$ cat src/rtl/gba_sound_dma_fifo.sv
// -----------------------------------------------------------------------------
// gba_sound_dma_fifo
//
// Direct Sound sample FIFO for one GBA Direct Sound channel (A or B).
//
// Each CPU or DMA write to the FIFO register pushes the enabled byte lanes,
// lowest lane first. Each overflow tick from the selected timer pops one
// signed 8-bit sample to the mixer. When the level left after a pop is at or
// below REQ_LEVEL, the block pulses a refill request to the sound DMA
// channel.
//
// Ports
//   clk          system clock
//   reset        synchronous, active-high reset
//   gb_on        core enable; when low, all state is frozen
//   fifo_wr      one-cycle write strobe for this channel's FIFO register
//   fifo_din     write data; byte lane n is bits [8n+7:8n]
//   fifo_be      byte enables qualifying fifo_wr
//   fifo_clear   one-cycle FIFO reset pulse from SOUNDCNT_H
//   timer_sel    pop timer select: 0 = timer0, 1 = timer1
//   timer0_tick  overflow pulse from timer0
//   timer1_tick  overflow pulse from timer1
//   sample_out   current signed sample (registered)
//   sample_valid one-cycle pulse when sample_out is updated by a pop
//   dma_req      one-cycle refill request pulse
//   fill_level   number of bytes stored, 0..32
//   debugout     {8'h00, rd_ptr, 3'b0, wr_ptr, 3'b0, 2'b0, fill_level}
// -----------------------------------------------------------------------------
module gba_sound_dma_fifo #(
    parameter int DEPTH_BYTES = 32,
    parameter int REQ_LEVEL   = 16
) (
    input  logic        clk,
    input  logic        reset,
    input  logic        gb_on,
    input  logic        fifo_wr,
    input  logic [31:0] fifo_din,
    input  logic [3:0]  fifo_be,
    input  logic        fifo_clear,
    input  logic        timer_sel,
    input  logic        timer0_tick,
    input  logic        timer1_tick,
    output logic [7:0]  sample_out,
    output logic        sample_valid,
    output logic        dma_req,
    output logic [5:0]  fill_level,
    output logic [31:0] debugout
);

    localparam int AW = $clog2(DEPTH_BYTES);
    localparam int CW = AW + 1;

    logic [7:0]    mem_q [DEPTH_BYTES];
    logic [7:0]    mem_d [DEPTH_BYTES];
    logic [AW-1:0] wr_ptr_q, wr_ptr_d;
    logic [AW-1:0] rd_ptr_q, rd_ptr_d;
    logic [CW-1:0] count_q, count_d;
    logic [7:0]    sample_out_q, sample_out_d;
    logic          sample_valid_q, sample_valid_d;
    logic          dma_req_q, dma_req_d;

    logic          tick_s;
    logic [CW-1:0] popped_s;
    logic [CW-1:0] level_after_pop_s;
    logic [CW-1:0] accepted_s;

    assign tick_s = timer_sel ? timer1_tick : timer0_tick;

    // Next-state logic: reset, then enable gate, then clear, then push/pop.
    always_comb begin
        mem_d             = mem_q;
        wr_ptr_d          = wr_ptr_q;
        rd_ptr_d          = rd_ptr_q;
        count_d           = count_q;
        sample_out_d      = sample_out_q;
        sample_valid_d    = 1'b0;
        dma_req_d         = 1'b0;
        popped_s          = {CW{1'b0}};
        level_after_pop_s = count_q;
        accepted_s        = {CW{1'b0}};

        if (reset) begin
            wr_ptr_d     = {AW{1'b0}};
            rd_ptr_d     = {AW{1'b0}};
            count_d      = {CW{1'b0}};
            sample_out_d = 8'h00;
        end else if (!gb_on) begin
            // Frozen: hold everything, pulses stay low.
            count_d = count_q;
        end else if (fifo_clear) begin
            wr_ptr_d     = {AW{1'b0}};
            rd_ptr_d     = {AW{1'b0}};
            count_d      = {CW{1'b0}};
            sample_out_d = 8'h00;
        end else begin
            // The pop uses the pre-cycle count and the old head, so a byte
            // written into an empty FIFO this cycle cannot also be popped.
            if (tick_s && (count_q != {CW{1'b0}})) begin
                popped_s       = CW'(1);
                sample_out_d   = mem_q[rd_ptr_q];
                rd_ptr_d       = rd_ptr_q + AW'(1);
                sample_valid_d = 1'b1;
            end else begin
                popped_s = {CW{1'b0}};
            end

            level_after_pop_s = count_q - popped_s;

            // Lanes go in ascending order; the space check includes this
            // cycle's pop, so a full FIFO popped and written takes 1 byte.
            if (fifo_wr) begin
                for (int n = 0; n < 4; n++) begin
                    if (fifo_be[n] &&
                        ((level_after_pop_s + accepted_s) < CW'(DEPTH_BYTES))) begin
                        mem_d[wr_ptr_q + accepted_s[AW-1:0]] = fifo_din[8*n +: 8];
                        accepted_s = accepted_s + CW'(1);
                    end else begin
                        accepted_s = accepted_s;
                    end
                end
            end else begin
                accepted_s = {CW{1'b0}};
            end

            wr_ptr_d  = wr_ptr_q + accepted_s[AW-1:0];
            count_d   = level_after_pop_s + accepted_s;
            // Requests also fire on ticks that find the FIFO empty.
            dma_req_d = tick_s && (level_after_pop_s <= CW'(REQ_LEVEL));
        end
    end

    // State register.
    always_ff @(posedge clk) begin
        mem_q          <= mem_d;
        wr_ptr_q       <= wr_ptr_d;
        rd_ptr_q       <= rd_ptr_d;
        count_q        <= count_d;
        sample_out_q   <= sample_out_d;
        sample_valid_q <= sample_valid_d;
        dma_req_q      <= dma_req_d;
    end

    assign sample_out   = sample_out_q;
    assign sample_valid = sample_valid_q;
    assign dma_req      = dma_req_q;
    assign fill_level   = 6'(count_q);
    assign debugout     = {8'h00, 5'(rd_ptr_q), 3'b000, 5'(wr_ptr_q), 3'b000,
                           2'b00, 6'(count_q)};

endmodule

$ cat config.mk
export PLATFORM = sky130hd
export DESIGN_NAME = gba_sound_dma_fifo
export DESIGN_NICKNAME = d
export VERILOG_FILES = /design/src/rtl/gba_sound_dma_fifo.sv
export SDC_FILE = /design/constraint.sdc
export NUM_CORES = 1
export LEC_CHECK = 0
export BUFFER_PORTS_ARGS = -buffer_cell sky130_fd_sc_hd__buf_2
export CAP_MARGIN = 30
export CORE_AREA = 8 8 233 235
export DETAILED_ROUTE_END_ITERATION = 16
export DIE_AREA = 0 0 241 243
export PLACE_DENSITY_LB_ADDON = 0.3
export SYNTH_ARGS = -nofsm -noshare
export SYNTH_HDL_FRONTEND = slang
export SYNTH_SLANG_ARGS = --single-unit
$ cat constraint.sdc
create_clock -name clk -period 11.95 [get_ports clk]
set_input_delay 0.5975 -clock clk [delete_from_list [all_inputs] [get_ports clk]]
set_output_delay 0.5975 -clock clk [all_outputs]
set_load 0.01 [all_outputs]
# Word level (Yosys, flattened, before mapping)
# Index checks and enable logic that the tools add are counted.
# classes
add_sub_neg,13
n_lt_le_gt_ge,14
muxes,63
n_bitwise,8
n_reduce_logical,15
# ops
operator,n
256-bit two-way mux,16
256-bit bitwise mux,4
8-bit demux with 5-bit select,4
6-bit two-way mux,23
8-bit two-way mux,8
8-bit binary-select mux with 5-bit select,1
6-bit >= comparator (second input constant),5
5-bit inverter with 6-bit output,5
6-bit adder,4
6-bit by 1-bit < comparator with 1-bit output (second input constant),4
6-bit < comparator (second input constant),4
5-bit adder,4
6-bit by 1-bit adder with 6-bit output (second input constant),3
5-bit two-way mux,3
1-bit logical AND,10
6-bit by 5-bit <= comparator with 1-bit output (second input constant),1
6-bit nonzero test,1
6-bit subtractor,1
5-bit by 1-bit adder with 5-bit output (second input constant),1
1-bit two-way mux,4
4-bit AND reduction,1
1-bit inverter,3
3-bit OR reduction,1
2-bit AND reduction,1
2-bit nonzero test,1
# totals
ff_bits,282
inputBits,44
output_inout_bits,48

# Depth between registers and ports, before layout
# depth
depth_word,40
depth_mapped,35

# Least setup slack after synthesis
# OpenSTA, ideal clock, no wires.
# synth_path
kind,input to register
start,input port gb_on
end,register mem_q[0] in the netlist's numbering (enable)
setup_time_ns,0.878
arrival_time_ns,11.688
t_required_ns,11.072
setup_slack_ns,-0.616
cell_stages,4
path_buffers,0
cell_sequence,inv_1 nor2_1 nand2b_1 nor2_1
# synth_between
elab_chain_len,1
# synth_lines
item,line_no,rtl
start: declaration,35,"input logic gb_on,"
4-bit AND reduction (no source line),-,
end signal: assignment,134,mem_q <= mem_d;
end: declaration,53,logic [7:0] mem_q [DEPTH_BYTES];
# Every way passes these cells.
# A chain may end at the register's enable or synchronous reset.

# Final worst setup path
# layout_path
start,register count_q[5] (netlist: fill_level[5])
end,register count_q[5] (netlist: fill_level[5])
# layout_between
elab_chain_len,40
word_cells_on_any_way,43
# layout_lines
item,line_no,rtl
start: declaration,57,"logic [CW-1:0] count_q, count_d;"
start signal: assignment,137,count_q <= count_d;
6-bit nonzero test,98,if (tick_s && (count_q != {CW{1'b0}})) begin
1-bit logical AND,98,
1-bit two-way mux,98,
6-bit two-way mux,90,end else if (fifo_clear) begin
6-bit two-way mux,87,end else if (!gb_on) begin
6-bit two-way mux,82,if (reset) begin
6-bit subtractor *,107,level_after_pop_s = count_q - popped_s;
6-bit < comparator,114,((level_after_pop_s + accepted_s) < CW'(DEPTH_BYTES))) begin
(+24 left out),-,
1-bit logical AND,113,if (fifo_be[n] &&
6-bit two-way mux,113,
6-bit two-way mux,111,if (fifo_wr) begin
6-bit two-way mux,90,
6-bit two-way mux,87,
6-bit two-way mux,82,
6-bit adder *,126,count_d = level_after_pop_s + accepted_s;
6-bit two-way mux *,90,
# Every way passes the cells marked *; elsewhere a longest branch is shown, timed or not. The select of a mux whose other input is x is not followed.

==> results list <==
* Status: complete, no violations
- Register Area: 0.008215 mm^2
- The floorplan has 83 rows.
- The startpoint identified for the worst register-to-register timing path is fill_level[5].
* Final slew viol count: 0
- A synthesized cell averages 10.71 um^2.
- Clock Root Buffer: sky130_fd_sc_hd__clkbuf_16
- The worst pin sits at a relative slew slack of 27.13%.
- The multi-input combinational cells in the finished layout cover a total of 0.01570 mm^2.
* Cell taking the most area after synthesis: sky130_fd_sc_hd__edfxtp_1
- Data arrival time of the worst path: 9.18 ns
- The wire-length estimate of the detail-placed layout is 52.12 mm.
- Of all nets on the critical path, the largest fanout is 21.
* Post-Syn Area: 0.02487 mm^2
- The cell count after synthesis came out at 2,323.
- Setup repair after global routing missed its margin: no
- Starting density of the core: 49.07%
* Worst hold-check path type: in2reg
- Critical hold path startpoint: fifo_clear
- Post-synthesis to final-layout area growth: 7.069%
- Counting flops with an async set or reset pin after synthesis yields a share of 0%.
* Leading register cell type out of synthesis: sky130_fd_sc_hd__edfxtp_1
- Post-CTS repair changed the size of 0 cells.
- Dividing total power by cell area gives a power density of 120.9 mW/mm^2.
* Standard cell with the maximum stage delay on the critical path: sky130_fd_sc_hd__and2_1
- Using the TritonRoute via totals, the vias-per-cell ratio works out to 6.548.
- Of the synthesized area, sequential elements account for 33.00%.
- The worst hold path was traced through 4 stages.
* Total gr overflow: 0
* Period Utilization, post-route: 73.31%
- Buffers inserted to repair hold after CTS numbered 0.
* Synth warn: 0
* Number of nets still failing antenna checks after routing: 0
- Timing startpoint of the critical path: fill_level[5]
* Count of cell types in the netlist: 64
- The final count of hold timing violations is 0.
* Net total in the final layout: 2,341
* Worst-case hold path end point: wr_ptr_q[1]
- Detailed-routing iteration count for the pre-antenna-repair pass: 6
- Vertical extent of the die: 243 um
- For the pin with the worst max-slew slack, the measured transition is 1.093 ns.
* Clock tree from TritonCTS: done
* Clock-pin slew reported for the worst setup and hold paths after clock tree synthesis: 0.06 ns
* Number of ports placed on the die boundary: 92
* Worst Setup Path Type: reg2reg
- Setup violations remaining at the end of the flow were counted as 0.
- Count of input and output buffers: 75
* Register-to-Register Setup Slack: 3.19 ns
- For this run, design rule violations remaining after detail routing come to 0.
- The worst register-to-register path ends at fill_level[5].
- Floorplan Core Area: 0.05068 mm^2
- Portion of synthesized cell area occupied by the leading cell type: 30.91%
- In this design, the stage delay of the slowest critical-path cell is 0.79 ns.
- At the end of routability-driven placement, the weighted congestion stood at 0.9496.
- Inserted Clock Buffers: 35
* Post-place instance area: 0.02560 mm^2
* Peak supply drop: 0.09372 mV
- Setup TNS: 0 ns
* Req. time, crit path: 12.37 ns
- The worst path needs 8.760 ns of the cycle, external delays included.
* First-pass GRT wire length: 125.4 mm
- In this run, the number of DRC markers left after iteration 0 of detailed routing was 1,925.
- The clock passes through at most 3 buffers.
* Endpoint class of the critical path: flip-flop
- The via count of the first global-routing pass came to 19,420.
- In this run, synthesis produced a sequential element count of 282.
- STA classifies the critical path startpoint as a flip-flop.
* Post-route cell area: 0.02663 mm^2
- The die is 241 um wide.
* Top cells by area in the synthesized netlist: sky130_fd_sc_hd__edfxtp_1, sky130_fd_sc_hd__mux2_2, sky130_fd_sc_hd__mux2i_1
- The clock reaches the later pin of the worst-skew pair after 0.57 ns.
* DR WL/cell: 27.94 um
- Static leakage power: 10.29 nW
- FMAX: 114.2 MHz
- The floorplan step defined a die boundary enclosing 0.05856 mm^2.
- Maximum Capacitance Violations: 0
- Layout Skew: 0.02756 ns
- Initial antenna violation count: 1
- Buffers added to address setup during post-CTS repair amount to 0.
* Clock Sink Count: 282
- The routed layout has 19,500 vias.
- Level count of the clock H-tree: 2
- Overall routing resource usage: 27.91%
* R2r worst-path depth: 30
* Routed wire length: 83.21 mm
- Share of the core filled with cells: 52.54%
- Fraction of final layout cells sized beyond drive strength 1: 35.76%
- Entering global routing, the biggest net connects 146 pins.
* Number of flops mapped to enable cells by yosys: 256
* Filler instances: 4,397
==> Yosys cell counts, drive strengths merged, types with 5 or more instances <==
| master | number |
|---|---|
| mux2 | 525 |
| nand2 | 299 |
| mux2i | 268 |
| o21ai | 260 |
| edfxtp | 256 |
| clkbuf | 176 |
| nor2 | 84 |
| mux4 | 80 |
| nor3 | 54 |
| buf | 48 |
| a21oi | 27 |
| dfxtp | 26 |
| nand3 | 24 |
| ha | 22 |
| inv | 21 |
| a22oi | 17 |
| nand2b | 15 |
| xnor2 | 15 |
| nor3b | 11 |
| and2 | 10 |
| nor2b | 10 |
| xor2 | 9 |
| or2 | 8 |
| or3b | 8 |
| nand3b | 5 |
| nand4 | 5 |
| or3 | 5 |
==> cells by family (layout without fill, tap and decap cells) <==
logic type               Yosys count  count (layout)  share of synthesized area [%]
AO/OA/AOI/OAI                    327             327                          7.190
XOR/XNOR                          24              24                         0.9509
adder cells (fa/ha/maj)           25              25                          1.348
buffers and inverters            245             201                          4.251
flip-flops                       282             282                          33.00
multiplexers                     873             873                          42.53
other                              1              20                        0.01508
AND/OR/NAND/NOR                  546             546                          10.71
==> routing by layer <==
metal  track usage [%]  part of all wire [%]
met5                 0                     0
met4             16.03                   6.3
met3             5.122                    10
met2             43.14                    45
met1             36.24                    39
==> cell usage in the layout, fill, tap and decap left out, drive strengths merged, types with 13 or more instances in the layout <==
cell type / instances
xnor2: 15
nor2: 84
o21ai: 260
ha: 22
edfxtp: 256
nand2: 299
nor3: 54
mux2: 525
mux2i: 268
nand2b: 15
buf: 119
inv: 22
mux4: 80
clkbuf: 47
a22oi: 17
nand3: 24
a21oi: 27
clkinv: 13
conb: 18
dfxtp: 26
==> area by class of cell <==
| cell class | count | share of cell area, % |
|---|---|---|
| flip-flops and latches | 282 | 30.85 |
| diodes | 2 | 0.01880 |
| repair buffers | 119 | 2.848 |
| clock buffers | 47 | 3.571 |
| multi-input cells | 1813 | 58.97 |
| clock inverters | 14 | 0.2490 |
| well taps | 680 | 3.195 |
| inverters | 21 | 0.2960 |
==> worst max path at each step <==
| stage | endpoint | slack (ns) | depth (start not counted) |
|---|---|---|---|
| 2_1_floorplan | mem_q[0] | 3.72 | 4 |
| 3_3_place_gp | fill_level[5] | 3.31 | 31 |
| 3_5_place_dp | fill_level[5] | 3.18 | 31 |
| 4_1_cts | fill_level[5] | 3.31 | 30 |
| 5_1_grt | fill_level[5] | 2.53 | 30 |
| 6_report | fill_level[5] | 3.19 | 30 |
==> critical path: cells and delay by family (launching register included) <==
kind	cells	cell delay [ns]
compound gates	11	2.80
simple gates	10	2.29
fa+ha+maj	4	1.37
xor+xnor	2	1.08
flops	1	0.53
mux	2	0.48
buf+inv	1	0.07
==> through the flow <==
step / setup WS (ns) / cells / hold WS (ns) / power [mW]
2_1_floorplan: 3.715 / 2340 / 0.5499 / 1.941
5_1_grt: 2.527 / 2976 / 0.4756 / 3.325
3_5_place_dp: 3.177 / 2915 / 0.4982 / 2.204
6_report: 3.190 / 2978 / 0.4551 / 3.219
4_1_cts: 3.305 / 2976 / 0.4308 / 3.204
3_3_place_gp: 3.310 / 2912 / 0.4830 / 2.183
==> power breakdown <==
group / switching (mW) / internal (mW) / total (mW)
combinational: 0.649 / 0.410 / 1.06
clock: 0.450 / 0.557 / 1.01
sequential: 0.0322 / 1.12 / 1.15
total: 1.13 / 2.09 / 3.22
==> state kept, by name (all words and copies together) (netlist names) <==
register,flops
fill_level,6
rd_ptr_q,5
sample_out,8
sample_valid,1
wr_ptr_q,5
dma_req,1
mem_q,256
(Power assumes the default switching activity.)
